==> config.mk <==
export PLATFORM = sky130hd
export DESIGN_NAME = fifo_read_arbiter
export DESIGN_NICKNAME = d
export VERILOG_FILES = /design/src/rtl/fifo_read_arbiter.sv
export SDC_FILE = /design/constraint.sdc
export NUM_CORES = 1
export LEC_CHECK = 0
export ABC_AREA = 1
export BUFFER_PORTS_ARGS = -buffer_cell sky130_fd_sc_hd__clkbuf_2
export CAP_MARGIN = 20
export CORE_MARGIN = 1.5
export CORE_UTILIZATION = 40
export DETAILED_ROUTE_END_ITERATION = 8
export GPL_TIMING_DRIVEN = 0
export PLACE_DENSITY = 0.75
export SETUP_SLACK_MARGIN = 0.1
export SKIP_LAST_GASP = 1
export SYNTH_ARGS = -nofsm -noshare
export SYNTH_HDL_FRONTEND = slang
export SYNTH_SLANG_ARGS = --single-unit
==> constraint.sdc <==
create_clock -name i_clk -period 1.8 [get_ports i_clk]
set_clock_uncertainty 0.15 [all_clocks]
set_input_delay 0.09 -clock i_clk [delete_from_list [all_inputs] [get_ports i_clk]]
set_output_delay 0.09 -clock i_clk [all_outputs]
set_load 0.05 [all_outputs]
==> src/rtl/fifo_read_arbiter.sv <==
// ---------------------------------------------------------------------------
// fifo_read_arbiter
//   Shares the single read port of a synchronous FIFO among NREQ consumers.
//   Grants are round-robin and burst-granular: a winner keeps the read port
//   for up to i_burst_len beats, until it drops its request, or until the
//   FIFO has been empty for STALL_TO consecutive cycles. Each read is tagged
//   with the granted index, so its data returns to that consumer even if the
//   grant has moved on by the time the data arrives.
//
// Ports
//   i_clk, i_rst_n  clock and asynchronous active-low reset
//   i_req           per-consumer read request (level)
//   i_burst_len     max beats per grant, sampled at grant time (0 -> 1)
//   i_fifo_empty    FIFO empty flag
//   i_fifo_rdata    FIFO read data, valid RD_LAT cycles after a read
//   o_fifo_ready    read request to the FIFO (FIFO ren = ready & ~empty)
//   o_gnt           one-hot current grant, 0 when idle
//   o_rvalid        one-hot: o_rdata is valid for this consumer
//   o_rdata         registered copy of the returned read data
//   o_busy          grant held or read data still in flight
// ---------------------------------------------------------------------------
module fifo_read_arbiter #(
  parameter int NREQ     = 4,
  parameter int DW       = 32,
  parameter int BLW      = 4,
  parameter int RD_LAT   = 1,
  parameter int STALL_TO = 8
) (
  input  logic            i_clk,
  input  logic            i_rst_n,
  input  logic [NREQ-1:0] i_req,
  input  logic [BLW-1:0]  i_burst_len,
  input  logic            i_fifo_empty,
  input  logic [DW-1:0]   i_fifo_rdata,
  output logic            o_fifo_ready,
  output logic [NREQ-1:0] o_gnt,
  output logic [NREQ-1:0] o_rvalid,
  output logic [DW-1:0]   o_rdata,
  output logic            o_busy
);

  localparam int IW = (NREQ > 1) ? $clog2(NREQ) : 1;
  localparam int SW = $clog2(STALL_TO + 1);

  typedef enum logic {
    S_IDLE,
    S_BURST
  } state_t;

  state_t          r_state;
  logic [NREQ-1:0] r_gnt;
  logic [IW-1:0]   r_gnt_idx;
  logic [IW-1:0]   r_last;
  logic [BLW-1:0]  r_beats;
  logic [BLW-1:0]  r_blen;
  logic [SW-1:0]   r_stall;

  // Return pipeline: one (valid, consumer index) pair per cycle of read latency.
  logic            r_pipe_v   [RD_LAT];
  logic [IW-1:0]   r_pipe_idx [RD_LAT];
  logic [NREQ-1:0] r_rvalid;
  logic [DW-1:0]   r_rdata;

  logic            w_win_found;
  logic [IW-1:0]   w_win_idx;
  logic            w_req_gnt;
  logic            w_rd;
  logic [BLW-1:0]  w_beats_nx;
  logic [SW-1:0]   w_stall_nx;
  logic            w_release;
  logic            w_inflight;

  // Round-robin search starting just after the last winner.
  // NOTE: every signal assigned in a combinational block gets a default at the
  // top, so no path leaves it unassigned and no latch is inferred.
  always_comb begin
    w_win_found = 1'b0;
    w_win_idx   = '0;
    for (int k = 1; k <= NREQ; k++) begin
      if (!w_win_found && i_req[(int'(r_last) + k) % NREQ]) begin
        w_win_found = 1'b1;
        w_win_idx   = IW'((int'(r_last) + k) % NREQ);
      end
    end
  end

  assign w_req_gnt    = i_req[r_gnt_idx];
  assign o_fifo_ready = (r_state == S_BURST) && w_req_gnt;
  assign w_rd         = o_fifo_ready && !i_fifo_empty;
  assign w_beats_nx   = r_beats + 1'b1;
  assign w_stall_nx   = (r_stall == SW'(STALL_TO)) ? r_stall : r_stall + 1'b1;

  // A read implies the granted request is still up, so the release causes
  // are checked in this order without ambiguity.
  always_comb begin
    w_release = 1'b0;
    if (r_state == S_BURST) begin
      if (w_rd)              w_release = (w_beats_nx == r_blen);
      else if (!w_req_gnt)   w_release = 1'b1;
      else if (i_fifo_empty) w_release = (w_stall_nx == SW'(STALL_TO));
    end
  end

  // NOTE: sequential state is written with non-blocking assignments so every
  // flop samples the pre-edge values regardless of statement order.
  always_ff @(posedge i_clk or negedge i_rst_n) begin
    if (!i_rst_n) begin
      r_state   <= S_IDLE;
      r_gnt     <= '0;
      r_gnt_idx <= '0;
      r_last    <= IW'(NREQ - 1);
      r_beats   <= '0;
      r_blen    <= '0;
      r_stall   <= '0;
    end else begin
      case (r_state)
        S_IDLE: begin
          // Grant cycle performs no read: one cycle of arbitration latency.
          if (w_win_found && !i_fifo_empty) begin
            r_state   <= S_BURST;
            r_gnt     <= NREQ'(1) << w_win_idx;
            r_gnt_idx <= w_win_idx;
            r_beats   <= '0;
            r_blen    <= (i_burst_len == '0) ? BLW'(1) : i_burst_len;
            r_stall   <= '0;
          end
        end
        S_BURST: begin
          if (w_release) begin
            r_state <= S_IDLE;
            r_gnt   <= '0;
            r_last  <= r_gnt_idx;
            r_beats <= '0;
            r_stall <= '0;
          end else if (w_rd) begin
            r_beats <= w_beats_nx;
            r_stall <= '0;
          end else if (i_fifo_empty) begin
            r_stall <= w_stall_nx;
          end
        end
        default: r_state <= S_IDLE;
      endcase
    end
  end

  // NOTE: the return pipeline is reset explicitly because a reset must drop
  // every read still in flight; without it a stale valid could surface later.
  always_ff @(posedge i_clk or negedge i_rst_n) begin
    if (!i_rst_n) begin
      for (int i = 0; i < RD_LAT; i++) begin
        r_pipe_v[i]   <= 1'b0;
        r_pipe_idx[i] <= '0;
      end
      r_rvalid <= '0;
      r_rdata  <= '0;
    end else begin
      r_pipe_v[0]   <= w_rd;
      r_pipe_idx[0] <= r_gnt_idx;
      for (int i = 1; i < RD_LAT; i++) begin
        r_pipe_v[i]   <= r_pipe_v[i-1];
        r_pipe_idx[i] <= r_pipe_idx[i-1];
      end
      // The tap lines up with the data on i_fifo_rdata; o_rdata holds otherwise.
      r_rvalid <= '0;
      if (r_pipe_v[RD_LAT-1]) begin
        r_rvalid <= NREQ'(1) << r_pipe_idx[RD_LAT-1];
        r_rdata  <= i_fifo_rdata;
      end
    end
  end

  always_comb begin
    w_inflight = 1'b0;
    for (int i = 0; i < RD_LAT; i++) w_inflight = w_inflight | r_pipe_v[i];
  end

  assign o_gnt    = r_gnt;
  assign o_rvalid = r_rvalid;
  assign o_rdata  = r_rdata;
  assign o_busy   = (r_state == S_BURST) || w_inflight;

endmodule

==> results of run 1 <==
==> routing by layer <==
| metal | wire [µm] | share of wire (%) |
|---|---|---|
| met3 | 727 | 8.2 |
| met1 | 3430 | 38 |
| met4 | 289 | 3.2 |
| met5 | 0 | 0 |
| met2 | 4460 | 50 |
==> cells by family (layout without fill, tap and decap cells) <==
group / after synthesis / after routing / share of synthesized area (%)
flip-flops: 60 / 60 / 52.3
AO/OA/AOI/OAI: 16 / 16 / 3.00
XOR/XNOR: 1 / 1 / 0.305
AND/OR/NAND/NOR: 249 / 250 / 36.3
buffers and inverters: 46 / 203 / 6.83
adder cells (fa/ha/maj): 3 / 3 / 1.31
==> critical path: cells and delay by family (launching register included) <==
family	cells	cell delay, ns
compound gates	1	0.06
buf+inv	2	0.34
flops	1	0.60
simple gates	8	0.66
==> final timing paths <==
kind | startpoint | end | slack, ns | cells after the start
max in group asynchronous | i_rst_n | r_beats[0] | 0.62 | 2
hold reg to reg | r_pipe_idx[0] | o_rvalid[0] | 0.31 | 1
min in group asynchronous | i_rst_n | o_rdata[11] | 0.33 | 2
hold / removal | i_req[3] | r_pipe_v | 0.12 | 5
setup / recovery | r_last[0] | r_gnt_idx[1] | -0.14 | 11
setup reg to reg | r_last[0] | r_gnt_idx[1] | -0.14 | 11
==> placed cells by master (no fill, tap or decap), types with 3 or more instances in the layout <==
cell type and instances:
clkbuf_2 81, dfrtp_2 3, clkinv_2 3, clkbuf_1 5, nand4_1 9, clkbuf_8 10, nand2_1 165, nor2_2 6
inv_2 4, nand3_1 16, dlygate4sd3_1 38, dfrtp_1 55, nand2_2 26, nand3_4 4, buf_4 14, buf_6 9
o21ai_1 6, nor3_1 4, o21ai_2 3, nand3_2 10, inv_1 29, nor2_1 3
==> area by class of cell <==
type / instances / area [µm²] / area share [%]
Tap cell: 96 / 120 / 2.69
Buffer: 11 / 77.6 / 1.74
Timing Repair Buffer: 142 / 1010 / 22.5
Multi-Input combinational cell: 270 / 1420 / 31.9
Sequential cell: 60 / 1510 / 33.8
Inverter: 35 / 141 / 3.17
Clock buffer: 10 / 138 / 3.08
Clock inverter: 5 / 52.6 / 1.18
==> flip-flops by register name, summed over array words and instances, names as in the netlist <==
signal,cells
o_rdata,32
o_gnt,4
o_rvalid,4
r_beats,4
r_blen,4
r_stall,4
r_gnt_idx,2
r_last,2
r_pipe_idx,2
r_pipe_v,1
r_state,1
==> power by group through the flow <==
| stage | clock [mW] | combinational, mW | sequential, mW |
|---|---|---|---|
| floorplan | 0 | 1.65 | 3.61 |
| global placement | 0 | 3.83 | 2.26 |
| detailed placement | 0 | 3.92 | 2.28 |
| CTS | 1.21 | 4.35 | 2.25 |
| global route | 1.29 | 5.27 | 2.35 |
| finish | 1.21 | 4.94 | 2.30 |
==> per-stage QoR <==
stage          setup TNS, ns  util (%)  total power [mW]  cells  cell area (µm²)
2_1_floorplan              0         -              5.25    375             2900
3_3_place_gp         -0.0616      50.1              6.09    555             3440
5_1_grt                -3.66      65.0              8.91    629             4470
3_5_place_dp          -0.949      50.2              6.20    555             3450
4_1_cts              -0.0270      61.4              7.81    620             4220
6_report               -1.73      65.0              8.45    629             4470
==> repair_timing <==
| item | 4_1_cts | 5_1_grt |
|---|---|---|
| pin swaps | 8 | 18 |
| cloned | 2 | 2 |
| setup endpoints to repair | 23 | 23 |
| hold buffers | 38 | 0 |
| buffers inserted | 10 | 7 |
| endpoints found under the hold margin | 95 | 0 |
| gates resized for setup | 33 | 60 |
==> impl_metrics.yaml, run 1 <==
critical_path:
  path_max_fanout: 6
  cp_common_cell: "nand2_2"
  criticalPathCategory: "flip-flop to flip-flop"
  crit_required_ns: 1.88
  crit_arrival_ns: 2.01
  critPathSlowestCell: "dfstp_2"
  start_kind: "flip-flop"
  cp_cell_sequence: "buf_6, nand2_2, nand2_2, nand2_2, nand2_2, nor2_4, nand3_4, nand3_4, clkbuf_16, nand2_1, o21ai_1"
  end_kind: "flip-flop"
  slowest_delay_ns: 0.60
cells_and_area:
  synthToLayoutAreaGrowth_pct: 55.3
  layout-drive-gt1-share_pct: 37.0
  n_antenna_cell: 0
  fillerInstances: 538
  num-nets-final: 575
place:
  pre_cts_ws_ns: -0.0974
  gp_congestion: 0.839
  port_buffers: 84
  dpl.hpwl_mm: 4.87
synthesis:
  yosysSeqAreaShare_pct: 52.3
  ys_ff_latch: 60
  synth_cell_types: 29
  syn-cell-area_um2: 2880
  yosys_warnings: 0
  synth_common_cells: "190 x nand2_1, 58 x dfrtp_1, 32 x inv_1, 26 x nand3_1, 9 x nand4_1"
  synth_top_area_share_pct: 50.5
  postSynthCellCount: 375
  ys.flop_type: "dfrtp_1"
  synth_edf_count: 0
  async_reset_ff_share_pct: 100
  syn_area_per_cell_um2: 7.67
  yosysTopAreaCell: "dfrtp_1"
  yosysMostFrequentCell: "nand2_1"
  synth.area.top_cells: "dfrtp_1 50%, nand2_1 25%, nand3_1 4.5%"
  syn-num-nets: 421
route:
  initialDrtViolationCount: 130
  via_per_inst: 5.10
  postRouteWirelength_mm: 8.90
  drt_first_pass_iters: 5
  ant_nets: 0
  drc: 0
  dr_total_vias: 3205
  wl_per_cell_um: 14.2
timing:
  fmax_mhz: 516
  rsz0062_at_grt: "true"
  hold_viol: 0
  whs_ns: 0.120
  final_max_slew_viol_count: 0
  setup_ws_ns: -0.136
  period_minus_slack_ns: 1.94
  relSlewSlack_pct: 47.1
  setup_viol: 19
  period_share_pct: 108
  worst_pin_slew_ns: 0.793
global_route:
  grt_use_met2_pct: 39.1
  grt_use_total_pct: 22.3
  grt_max_degree: 61
  grt.busiest_layer: "met2"
  antenna_found_initial: 0
  use_met1_pct: 25.3
  first_global_vias: 3017
  grt_pass1_wl_mm: 13.3
  use_met3_pct: 5.84
  grt-ovfl-total: 0
clocking:
  numCtsBuffers: 9
  clock_path_buffers: 2
  cts_num_sinks: 60
  clock_latency_ns: 0.34
  cts-root-buf: "clkbuf_8"
  clk_pin_slew_ns: 0.07
  cts_max_level: 3
  cts_tree: "done"
floorplan:
  die_y_um: 87.8
  die_w_um: 87.8
  die-area_um2: 7710
  start_util_pct: 41.9
  num_rows: 30
  core_um2: 6870
  ios: 85
pwr:
  netSwitchingFraction_pct: 52.2
  vdd_drop_max_mv: 1.43
  seqPwrFrac_pct: 27.2
  power_density_nw_per_um2: 1890
  p_clk_share_pct: 14.3
  combPwrFrac_pct: 58.5
  p_leak_nw: 2.39
  internal-power_mw: 4.04
  p_switching_mw: 4.41
status:
  violations: "negative setup slack"
  outcome: "complete, but fails checks"
flow_run:
  maxCapViolations: 0
hold_path:
  hold_class: "primary input to flip-flop"
Note: power is estimated with default switching activity, not from simulation.
==> inputs of run 2 (changes only) <==
--- a/config.mk
+++ b/config.mk
@@ -9,10 +9,10 @@
 export BUFFER_PORTS_ARGS = -buffer_cell sky130_fd_sc_hd__clkbuf_2
 export CAP_MARGIN = 20
 export CORE_MARGIN = 1.5
-export CORE_UTILIZATION = 40
+export CORE_UTILIZATION = 46
 export DETAILED_ROUTE_END_ITERATION = 8
 export GPL_TIMING_DRIVEN = 0
-export PLACE_DENSITY = 0.75
+export PLACE_DENSITY = 0.83
 export SETUP_SLACK_MARGIN = 0.1
 export SKIP_LAST_GASP = 1
 export SYNTH_ARGS = -nofsm -noshare
==> impl_metrics.yaml, run 2 (synthesized netlist as in run 1, its figures left out) <==
status:
  outcome: "complete, but fails checks"
  violations: "negative setup slack"
global_route:
  grt_use_total_pct: 26.6
  grt_max_degree: 61
  first_global_vias: 2989
  grt_pass1_wl_mm: 13.3
  grt-ovfl-total: 0
  antenna_found_initial: 0
cells_and_area:
  num-nets-final: 576
  layout-drive-gt1-share_pct: 32.7
  final_cell_mix: "177 x nand2_1, 81 x clkbuf_2, 56 x dfrtp_1"
  largest_reg_flops: 32
  synthToLayoutAreaGrowth_pct: 52.4
  layout.cells.non_filler: 610
  layout_commonest_cell: "nand2_1"
  n_antenna_cell: 0
  fillerInstances: 383
timing:
  period_share_pct: 105
  whs_ns: 0.192
  period_minus_slack_ns: 1.89
  tns_ns: -1.07
  rsz0062_at_grt: "true"
  setup_viol: 20
  relSlewSlack_pct: 47.0
  final_max_slew_viol_count: 0
  worst_pin_slew_ns: 0.795
  fmax_mhz: 529
  hold_viol: 0
  setup_ws_ns: -0.0919
clocking:
  clk_pin_slew_ns: 0.07
  cts_tree: "done"
  cts_max_level: 3
  numCtsBuffers: 9
  cts-root-buf: "clkbuf_8"
  cts_num_sinks: 60
  clock_path_buffers: 2
  clock_latency_ns: 0.33
pwr:
  p_leak_nw: 2.41
  vdd_drop_max_mv: 1.42
  power_density_nw_per_um2: 1960
critical_path:
  end_kind: "flip-flop"
  slowest_delay_ns: 0.59
  criticalPathCategory: "flip-flop to flip-flop"
  start_kind: "flip-flop"
  cp_cell_sequence: "buf_4, nand2_1, a21oi_1, nor2_1, nand3_2, nand3_4, buf_8, nand2_1, o21ai_2"
  path_max_fanout: 10
  critPathSlowestCell: "dfstp_2"
  cp_common_cell: "nand2_1"
  crit_arrival_ns: 1.96
  crit_required_ns: 1.86
route:
  ant_nets: 0
  initialDrtViolationCount: 126
  drt_first_pass_iters: 4
  dr_total_vias: 3078
  via_per_inst: 5.05
  drc: 0
  postRouteWirelength_mm: 8.81
  wl_per_cell_um: 14.4
place:
  placed_cells: 534
  port_buffers: 84
  gp_congestion: 0.835
  dpl.hpwl_mm: 4.81
  pre_cts_ws_ns: -0.0730
floorplan:
  start_util_pct: 48.0
  core_um2: 5990
  die_y_um: 82.1
  ios: 85
  num_rows: 28
  die_w_um: 82.1
  die-area_um2: 6740
flow_run:
  maxCapViolations: 0
hold_path:
  hold_class: "primary input to flip-flop"
[run 2: cell types whose count changed in the layout (fill, tap and decap cells not counted), sizes merged]
cell    delta
bufinv     +2
clkbuf     +1
inv        +1
clkinv     -2
[run 2: layout make-up]
| type | instances | area, µm² | area share (%) |
|---|---|---|---|
| repair buffers | 143 | 976 | 22.3 |
| plain buffers | 11 | 80.1 | 1.83 |
| inverters | 35 | 139 | 3.17 |
| flip-flops and latches | 60 | 1510 | 34.4 |
| clock inverters | 6 | 111 | 2.54 |
| multi-input cells | 270 | 1340 | 30.6 |
| clock buffers | 10 | 138 | 3.14 |
| well taps | 75 | 93.8 | 2.14 |
[run 2: path summary, 6_finish.rpt]
path	slack, ns	depth (start not counted)	from	to
setup / recovery	-0.09	9	r_last[0]	r_gnt_idx[1]
hold / removal	0.19	5	i_req[2]	r_pipe_v
setup reg to reg	-0.09	9	r_last[0]	r_gnt_idx[1]
hold reg to reg	0.28	0	r_gnt_idx[1]	r_pipe_idx[1]
max in group asynchronous	0.67	2	i_rst_n	r_beats[1]
min in group asynchronous	0.26	2	i_rst_n	o_rdata[15]
[run 2: critical path: cells and delay by family, from the launching register on]
| family | cells | cell delay (ns) |
|---|---|---|
| flops | 1 | 0.59 |
| simple gates | 5 | 0.47 |
| buf+inv | 2 | 0.32 |
| compound gates | 2 | 0.24 |
[run 2: stage by stage]
step / utilization [%] / area (µm²) / total power, mW
final: 73.2 / 4380 / 8.59
after global routing: 73.2 / 4380 / 9.11
after CTS: 71.9 / 4310 / 8.24
after detailed placement: 57.1 / 3420 / 6.19
after global placement: 57.1 / 3420 / 6.07
after floorplan: - / 2900 / 5.25
[run 2: layer usage]
| layer | up-vias | share of wire (%) | global-route usage, % |
|---|---|---|---|
| li1 | 1483 | - | - |
| met1 | 1455 | 41 | 29.5 |
| met2 | 120 | 51 | 46.3 |
| met3 | 20 | 6.6 | 8.33 |
| met4 | 0 | 1.7 | 12.0 |
| met5 | - | 0 | 0 |
[run 2: report_power, final]
group | switching, mW | internal (mW) | leakage (nW) | total, mW
clock network | 0.543 | 0.957 | 0.122 | 1.50
registers | 0.382 | 1.91 | 0.754 | 2.30
logic | 3.39 | 1.41 | 1.53 | 4.80
[run 2: repair_timing]
| action | 4_1_cts | 5_1_grt |
|---|---|---|
| endpoints found under the setup margin | 23 | 24 |
| resized for setup | 34 | 24 |
| endpoints found under the hold margin | 95 | 0 |
| hold buffers | 38 | 0 |
| cloned | 2 | 1 |
| setup buffers | 17 | 2 |
| pin swaps | 3 | 3 |
==> inputs of run 3 (changes only) <==
--- a/config.mk
+++ b/config.mk
@@ -8,6 +8,7 @@
 export ABC_AREA = 1
 export BUFFER_PORTS_ARGS = -buffer_cell sky130_fd_sc_hd__clkbuf_2
 export CAP_MARGIN = 20
+export CORE_ASPECT_RATIO = 0.5
 export CORE_MARGIN = 1.5
 export CORE_UTILIZATION = 46
 export DETAILED_ROUTE_END_ITERATION = 8
==> impl_metrics.yaml, run 3 (synthesized netlist as in run 1, its figures left out) <==
clocking:
  cts_max_level: 3
  cts-root-buf: "clkbuf_16"
  clk_pin_slew_ns: 0.05
  cts_tree: "done"
  clock_path_buffers: 2
  clock_latency_ns: 0.32
  cts_num_sinks: 60
  numCtsBuffers: 9
pwr:
  power_density_nw_per_um2: 1950
  p_leak_nw: 2.41
  vdd_drop_max_mv: 0.980
  power_mw: 8.61
route:
  drc: 0
  wl_per_cell_um: 12.9
  postRouteWirelength_mm: 8.01
  dr_total_vias: 2985
  ant_nets: 0
  drt_first_pass_iters: 4
  via_per_inst: 4.82
  initialDrtViolationCount: 151
timing:
  final_max_slew_viol_count: 0
  setup_viol: 19
  period_minus_slack_ns: 1.89
  setup_ws_ns: -0.0927
  worst_pin_slew_ns: 0.806
  hold_viol: 0
  relSlewSlack_pct: 46.3
  rsz0062_at_grt: "true"
  fmax_mhz: 528
  whs_ns: 0.152
  period_share_pct: 105
  tns_ns: -1.07
status:
  violations: "negative setup slack"
  outcome: "complete, but fails checks"
cells_and_area:
  n_antenna_cell: 0
  final_cell_mix: "174 x nand2_1, 81 x clkbuf_2, 56 x dfrtp_1"
  fillerInstances: 444
  layout_commonest_cell: "nand2_1"
  synthToLayoutAreaGrowth_pct: 53.8
  layout-drive-gt1-share_pct: 32.0
  largest_reg_flops: 32
  layout.cells.non_filler: 619
  num-nets-final: 572
  postLayoutCoreUtil_pct: 73.0
floorplan:
  die_w_um: 115
  start_util_pct: 47.5
  core_um2: 6060
  num_rows: 20
  die-area_um2: 6770
  die_y_um: 58.9
  ios: 85
place:
  dpl.hpwl_mm: 4.57
  placed_cells: 547
  port_buffers: 84
  gp_congestion: 0.856
critical_path:
  start_kind: "flip-flop"
  regToRegStartpoint: "r_last[0]"
  criticalPathCategory: "flip-flop to flip-flop"
  cp_cell_sequence: "buf_2, nand2_1, a21oi_1, nor2_1, nand3_2, nand3_4, buf_6, nand3_2, nand2_1"
  critPathSlowestCell: "dfstp_2"
  crit_arrival_ns: 1.94
  path_max_fanout: 5
  r2r-end: "r_beats[2]"
  crit_required_ns: 1.85
  r2r_slack_ns: -0.09
  slowest_delay_ns: 0.59
  critPathLaunch: "r_last[0]"
  end_kind: "flip-flop"
  reg2reg_depth: 9
global_route:
  first_global_vias: 2786
  grt-ovfl-total: 0
  grt_pass1_wl_mm: 12.4
  antenna_found_initial: 0
  grt_use_total_pct: 24.3
  grt_max_degree: 61
hold_path:
  hold_depth: 5
  min-delay-start: "i_req[3]"
  worstHoldEndpoint: "r_pipe_v"
  hold_class: "primary input to flip-flop"
flow_run:
  maxCapViolations: 0
==> run 3: cell types whose count changed in the layout (fill, tap and decap cells not counted), sizes merged <==
cell / previous run / this run
bufinv: 3 / 1
buf: 27 / 23
clkinvlp: 1 / 0
clkbuf: 99 / 104
clkinv: 3 / 1
==> run 3: how the worst max path moves through the flow <==
stage                            end  slack [ns]
after floorplan              r_state        0.12
after global placement       r_state       -0.01
after detailed placement     r_state       -0.09
after CTS                  r_blen[3]       -0.02
after global routing       r_blen[3]       -0.20
final                     r_beats[2]       -0.09
==> run 3: repair_timing <==
action	CTS	global route
endpoints found under the hold margin	95	1
resized for setup	40	18
cloned	3	0
hold buffers	37	1
pin swaps	6	2
buffers inserted	11	4
endpoints found under the setup margin	23	23
==> run 3: cell type report <==
| type | instances | area [µm²] | share of cell area (%) |
|---|---|---|---|
| Clock buffer | 15 | 278 | 6.28 |
| Sequential cell | 60 | 1510 | 34.1 |
| Multi-Input combinational cell | 270 | 1330 | 30.2 |
| Buffer | 11 | 80.1 | 1.81 |
| Tap cell | 88 | 110 | 2.49 |
| Clock inverter | 1 | 30.0 | 0.679 |
| Inverter | 35 | 141 | 3.20 |
| Timing Repair Buffer | 139 | 943 | 21.3 |
==> run 3: worst max-delay path: cells and delay by family, from the launching register on <==
family          cells  cell delay [ns]
compound gates      1             0.16
buf+inv             2             0.33
flops               1             0.59
simple gates        6             0.55
==> run 3: routing by layer <==
layer	track usage, %	routed length [µm]	up-vias
met5	0	0	-
met4	9.17	169	0
met3	6.80	366	20
met2	45.2	4110	102
met1	27.3	3370	1388
li1	-	-	1475
==> run 3: report_power, final <==
group	switching, mW	internal [mW]	leakage [nW]	total [mW]
Sequential	0.363	1.92	0.754	2.28
Combinational	3.27	1.33	1.51	4.60
Clock	0.540	1.18	0.150	1.72
Total	4.17	4.43	2.41	8.61
==> run 3: metrics by stage <==
stage | instance area (µm²) | setup slack (ns)
finish | 4420 | -0.0927
global route | 4420 | -0.202
CTS | 4340 | -0.0154
detailed placement | 3440 | -0.0863
global placement | 3430 | -0.0126
floorplan | 2900 | 0.118
